==> src/rtl/nn_layer_sequencer.sv <==
// nn_layer_sequencer
// Control FSM that runs a multi-layer inference on the shared layer compute
// unit. It validates the per-layer neuron counts, issues one layer at a time,
// alternates the ping-pong activation buffers between layers, and reports
// completion, a configuration error or a layer timeout through error_code.
module nn_layer_sequencer #(
    parameter int NR_LAYERS = 2,
    parameter int IN_SIZE   = 4,
    parameter int OUT_SIZE  = 10,
    parameter int MAX_IN    = 4,
    parameter int MAX_OUT   = 10,
    parameter int TIMEOUT   = 1024
) (
    input  logic                    clk,
    input  logic                    rst_n,
    input  logic                    start,
    input  logic [32*NR_LAYERS-1:0] neuron_count,
    output logic                    busy,
    output logic                    done,
    output logic [1:0]              error_code,
    output logic                    layer_start,
    input  logic                    layer_done,
    output logic [31:0]             layer_idx,
    output logic [31:0]             layer_in_count,
    output logic [31:0]             layer_out_count,
    output logic                    src_buf,
    output logic                    result_buf
);

    typedef enum logic [2:0] {
        S_IDLE,
        S_CHECK,
        S_ISSUE,
        S_WAIT,
        S_FINISH,
        S_ERR
    } state_t;

    typedef enum logic [1:0] {
        ERR_NONE    = 2'd0,
        ERR_RANGE   = 2'd1,
        ERR_LAST    = 2'd2,
        ERR_TIMEOUT = 2'd3
    } err_t;

    localparam logic [31:0] IN_SIZE_W  = 32'(IN_SIZE);
    localparam logic [31:0] OUT_SIZE_W = 32'(OUT_SIZE);
    localparam logic [31:0] MAX_IN_W   = 32'(MAX_IN);
    localparam logic [31:0] MAX_OUT_W  = 32'(MAX_OUT);
    localparam logic [31:0] LAST_IDX   = 32'(NR_LAYERS - 1);
    // Counter value in the WAIT cycle whose increment lands on TIMEOUT-1;
    // without layer_done in that cycle the run aborts on the next edge, so
    // ERR is entered exactly TIMEOUT cycles after the layer_start cycle.
    localparam logic [31:0] TMO_LAST   = 32'(TIMEOUT - 2);

    // Registered state and its next-state values
    state_t                  state_q, state_d;
    logic [32*NR_LAYERS-1:0] cfg_q,   cfg_d;
    err_t                    err_q,   err_d;
    logic [31:0]             idx_q,   idx_d;
    logic [31:0]             in_q,    in_d;
    logic [31:0]             out_q,   out_d;
    logic [31:0]             tmo_q,   tmo_d;
    logic                    src_q,   src_d;
    logic                    res_q,   res_d;

    // Per-layer counts derived from the latched configuration
    logic [31:0] cfg_in  [NR_LAYERS];
    logic [31:0] cfg_out [NR_LAYERS];
    logic        range_bad;
    logic        last_bad;
    logic [31:0] next_idx;
    logic [31:0] sel_in;
    logic [31:0] sel_out;

    // Layer k reads the outputs of layer k-1; layer 0 reads the input vector.
    for (genvar k = 0; k < NR_LAYERS; k++) begin : g_counts
        assign cfg_out[k] = cfg_q[32*k +: 32];
        if (k == 0) begin : g_first
            assign cfg_in[k] = IN_SIZE_W;
        end else begin : g_rest
            assign cfg_in[k] = cfg_q[32*(k-1) +: 32];
        end
    end

    // Configuration checks: per-layer range, then last-layer width.
    always_comb begin
        // NOTE: every variable written here gets a default first, so no path
        // leaves it unassigned and no latch is inferred.
        range_bad = 1'b0;
        for (int k = 0; k < NR_LAYERS; k++) begin
            if (cfg_out[k] == '0 || cfg_out[k] > MAX_OUT_W || cfg_in[k] > MAX_IN_W) begin
                range_bad = 1'b1;
            end
        end
        last_bad = (cfg_out[NR_LAYERS-1] != OUT_SIZE_W);
    end

    // Index of the layer about to be issued and its counts; depends only on
    // registered state so the main next-state block stays loop-free.
    always_comb begin
        next_idx = (state_q == S_WAIT) ? idx_q + 32'd1 : 32'd0;
        sel_in   = '0;
        sel_out  = '0;
        for (int k = 0; k < NR_LAYERS; k++) begin
            if (next_idx == 32'(k)) begin
                sel_in  = cfg_in[k];
                sel_out = cfg_out[k];
            end
        end
    end

    // Next-state and datapath update logic for the sequencer.
    always_comb begin
        state_d = state_q;
        cfg_d   = cfg_q;
        err_d   = err_q;
        idx_d   = idx_q;
        in_d    = in_q;
        out_d   = out_q;
        tmo_d   = tmo_q;
        src_d   = src_q;
        res_d   = res_q;

        case (state_q)
            S_IDLE: begin
                if (start) begin
                    cfg_d   = neuron_count;
                    err_d   = ERR_NONE;
                    state_d = S_CHECK;
                end
            end

            S_CHECK: begin
                if (range_bad) begin
                    err_d   = ERR_RANGE;
                    state_d = S_ERR;
                end else if (last_bad) begin
                    err_d   = ERR_LAST;
                    state_d = S_ERR;
                end else begin
                    idx_d   = next_idx;
                    src_d   = 1'b0;
                    in_d    = sel_in;
                    out_d   = sel_out;
                    state_d = S_ISSUE;
                end
            end

            S_ISSUE: begin
                tmo_d   = '0;
                state_d = S_WAIT;
            end

            S_WAIT: begin
                tmo_d = tmo_q + 32'd1;
                // layer_done takes priority over a coincident timeout
                if (layer_done) begin
                    if (idx_q == LAST_IDX) begin
                        res_d   = ~src_q;
                        state_d = S_FINISH;
                    end else begin
                        idx_d   = next_idx;
                        src_d   = ~src_q;
                        in_d    = sel_in;
                        out_d   = sel_out;
                        state_d = S_ISSUE;
                    end
                end else if (tmo_q == TMO_LAST) begin
                    err_d   = ERR_TIMEOUT;
                    state_d = S_ERR;
                end
            end

            S_FINISH, S_ERR: begin
                state_d = S_IDLE;
            end

            default: begin
                state_d = S_IDLE;
            end
        endcase
    end

    // State and datapath registers with synchronous active-low reset.
    always_ff @(posedge clk) begin
        if (!rst_n) begin
            // NOTE: the latched configuration and counters are reset along
            // with the FSM so a mid-run reset leaves no stale run state.
            state_q <= S_IDLE;
            cfg_q   <= '0;
            err_q   <= ERR_NONE;
            idx_q   <= '0;
            in_q    <= '0;
            out_q   <= '0;
            tmo_q   <= '0;
            src_q   <= 1'b0;
            res_q   <= 1'b0;
        end else begin
            // NOTE: non-blocking assignments so every register samples the
            // pre-edge values regardless of statement order.
            state_q <= state_d;
            cfg_q   <= cfg_d;
            err_q   <= err_d;
            idx_q   <= idx_d;
            in_q    <= in_d;
            out_q   <= out_d;
            tmo_q   <= tmo_d;
            src_q   <= src_d;
            res_q   <= res_d;
        end
    end

    assign busy            = (state_q != S_IDLE);
    assign done            = (state_q == S_FINISH) || (state_q == S_ERR);
    assign layer_start     = (state_q == S_ISSUE);
    assign error_code      = err_q;
    assign layer_idx       = idx_q;
    assign layer_in_count  = in_q;
    assign layer_out_count = out_q;
    assign src_buf         = src_q;
    assign result_buf      = res_q;

endmodule

==> config.mk <==
export PLATFORM = sky130hd
export DESIGN_NAME = nn_layer_sequencer
export DESIGN_NICKNAME = d
export VERILOG_FILES = /design/src/rtl/nn_layer_sequencer.sv
export SDC_FILE = /design/constraint.sdc
export NUM_CORES = 1
export LEC_CHECK = 0
export BUFFER_PORTS_ARGS = -buffer_cell sky130_fd_sc_hd__buf_2
export CAP_MARGIN = 20
export CORE_MARGIN = 1
export CORE_UTILIZATION = 50
export CTS_BUF_LIST = sky130_fd_sc_hd__clkbuf_16
export DETAILED_ROUTE_END_ITERATION = 10
export PLACE_DENSITY = 0.73
export SLEW_MARGIN = 20
export SYNTH_ARGS = -nofsm -noshare
export SYNTH_HDL_FRONTEND = slang
export SYNTH_SLANG_ARGS = --single-unit
==> constraint.sdc <==
create_clock -name clk -period 6.6 [get_ports clk]
set_input_delay 0.99 -clock clk [delete_from_list [all_inputs] [get_ports clk]]
set_output_delay 0.99 -clock clk [all_outputs]
set_load 0.1 [all_outputs]
==> impl_metrics.ini <==
[status]
status = finished, violations left
violations = design-rule violations

[power]
switching_power_mw = 0.6251
p_per_area_mw_per_mm2 = 229.3
combPwrFrac_pct = 6.3
seq_power_share_pct = 50.8
p_leak_nw = 4.033
p_sw_share_pct = 25.27
pwr-share-clk_pct = 42.9
intPower_mw = 1.848
ir_drop_uv = 214.7

[critical_path]
cpPeakStageDelay_ns = 0.91
cp.required_ns = 6.98
critPathMaxFanout = 45
timing_worst_setup_path_type = flop to flop
critPathLaunch = layer_idx[0]$_SDFFE_PN0P_
worstPathBufferInverterCount = 1
timing.rr.end = layer_in_count[4]$_SDFFE_PN0P_
crit_family = simple AND/OR/NAND/NOR gates
critPathMostFrequentCell = and4_1
path_cells = ha_1 > and4_1 > and4_1 > a31oi_1 > nor4b_1 > a41oi_2 > nor3_4 > buf_4 > and4bb_4 > a22o_1
critPathLaunchType = flop
reg2reg_slack_ns = 2.29
reg2reg_from = layer_idx[0]$_SDFFE_PN0P_
cp_slowest_cell = dfxtp_2
r2r_cells = 10
arrival_ns = 4.69
critical_path.endpoint_type = flop

[min_path]
hp-class = flop to flop
holdPathStages = 2
min_from = cfg_q[42]$_SDFFE_PN0P_
holdPathEnd = cfg_q[42]$_SDFFE_PN0P_

[routing]
dr_total_vias = 9011
wl_per_cell_um = 17.13
drtPass1Iterations = 9
wirelength_um = 26340
avgViaCountPerCell = 5.859
drt_iter0_drc = 839
drc_errors = 5
drtAntennaViolNets = 0

[logic_synthesis]
synthFlopType = dfxtp_1
synth_area_leaders = dfxtp_1 43%, nand2_1 7.7%, a21oi_1 6.3%, nor4_1 3.8%, a22o_1 3.1%
avgSynthCellArea_um2 = 7.871
async_flop_share_pct = 0
syn_inst = 1190
synth.most_common_cell = dfxtp_1
synth_cell_types = 63
synth_edf_count = 0
synth_top_area_cell = dfxtp_1
ys_warn_count = 0
yosysSeqAreaShare_pct = 42.53
ys_ff_latch = 199
synth_top_area_share_pct = 42.53
synth_common_cells = 199 x dfxtp_1, 193 x nand2_1, 118 x a21oi_1
synth_area_mm2 = 0.009366
synth_fp_nets = 1262

[global_route]
grt_pass1_wl_um = 42300
grt_use_total_pct = 27.15
grt_pass1_vias = 8234
grt_antenna_before_repair = 0
grt_max_degree = 97
gr-total-overflow = 0

[finish]
fillCellCount = 1678
finalNonFillerCells = 1538
fin_nets = 1369
area_delta_synth_final_pct = 15.17
drive_gt1_share_pct = 18.26
diodes = 0

[die]
rows = 49
ios = 171
die_x_um = 138.9
fp.coreArea_mm2 = 0.01815
die-area_mm2 = 0.01928
die_y_um = 138.9
start_util_pct = 51.61

[timing]
worst_pin_slew_ns = 1.032
fin_worst_skew_ns = 0.01500
fin_setup_tns_ns = 0
slew_viol_final = 0
rsz0062_at_grt = false
fin_crit_sh_pct = 65.30
fin_crit_ns = 4.310
slew_headroom_pct = 31.20
fmax_ghz = 0.2320
finalHoldViolations = 0
setup_viol = 0

[clock_network]
htree_levels = 4
clockRootBuffer = clkbuf_16
cts_hold_buf = 0
post_cts_buffers = 0
clock-sinks = 199
clkTransAtPathRegs_ns = 0.07
clock_latency_ns = 0.44
cts_max_path_buffers = 2
cts_tree = done
cts_resized = 0
numCtsBuffers = 17

[placed_design]
placedCellCount = 1507
dp_hpwl_um = 17660
gp_congestion = 0.8895
io_buffer_count = 170

[run]
drv_cap = 0
==> flip-flops by register name (all words and copies together) (netlist names) <==
| register | flops |
|---|---|
| cfg_q | 64 |
| error_code | 2 |
| layer_idx | 32 |
| layer_in_count | 32 |
| layer_out_count | 32 |
| result_buf | 1 |
| src_buf | 1 |
| state_q | 3 |
| tmo_q | 32 |
==> metal layers <==
metal  up-vias  share of wire (%)  track usage [%]
li1       4483                  -                -
met1      4152                 45            37.23
met2       338                 45            42.21
met3        38                7.6            5.559
met4         0                2.2            9.883
met5         -                  0                0
==> power groups by stage <==
stage | registers, mW | logic, mW | clock network, mW
2_1_floorplan | 1.28 | 0.104 | 0
3_3_place_gp | 1.28 | 0.154 | 0
3_5_place_dp | 1.29 | 0.155 | 0
4_1_cts | 1.26 | 0.156 | 1.07
5_1_grt | 1.26 | 0.173 | 1.12
6_report | 1.26 | 0.156 | 1.06
==> how the worst max path moves through the flow <==
stage                                            end  cells past startpoint
finish                layer_in_count[4]$_SDFFE_PN0P_                     10
CTS                 layer_out_count[14]$_SDFFE_PN0P_                      9
detailed placement   layer_out_count[4]$_SDFFE_PN0P_                      9
floorplan             layer_in_count[0]$_SDFFE_PN0P_                     11
global placement    layer_out_count[17]$_SDFFE_PN0P_                      9
global route          layer_in_count[0]$_SDFFE_PN0P_                     10
==> cell type report <==
cell class	count	area (um2)	share of cell area, %
tap	229	286.5	2.656
sequential	199	3985	36.94
clock buffer	17	425.4	3.943
clock inverter	14	165.2	1.531
inverter	59	224.0	2.076
multi-input combinational	837	4753	44.06
timing repair buffer	183	948.4	8.792
==> cell usage in the layout, fill, tap and decap left out, drive strengths merged, types with 16 or more instances in the layout <==
master	n
nand3	33
a22o	33
a22oi	32
a21oi	118
and3	16
nand4	32
nand2	193
inv	65
buf	183
dfxtp	199
nor3	26
o21ai	69
nor4b	16
nor2	64
nor4	58
clkbuf	17
==> logic make-up after synthesis <==
family	count (synthesis)	share of synthesized area (%)
AND/OR/NAND/NOR	511	27.97
AO/OA/AOI/OAI	302	19.96
flip-flops	199	42.53
buffers and inverters	154	6.973
XOR/XNOR	11	1.029
multiplexers	9	1.002
adder cells (fa/ha/maj)	4	0.5344
==> through the flow <==
stage / hold slack (ns) / total power [mW] / utilization [%] / instance area (um2) / setup slack, ns
finish: 0.4704 / 2.474 / 59.45 / 10790 / 2.290
global route: 0.4957 / 2.555 / 59.45 / 10790 / 2.076
CTS: 0.4725 / 2.487 / 59.43 / 10790 / 2.154
detailed placement: 0.4607 / 1.441 / 56.18 / 10190 / 2.200
global placement: 0.4592 / 1.439 / 56.18 / 10190 / 2.369
floorplan: 0.4442 / 1.379 / - / 9366 / 2.950
==> worst register-to-register path, cell delays in order (launching register included) <==
cell	delay (ns)
dfxtp_2	0.91
ha_1	0.42
and4_1	0.45
and4_1	0.37
a31oi_1	0.11
nor4b_1	0.44
a41oi_2	0.24
nor3_4	0.19
buf_4	0.35
and4bb_4	0.58
a22o_1	0.21
Note: power is estimated with default switching activity, not from simulation.
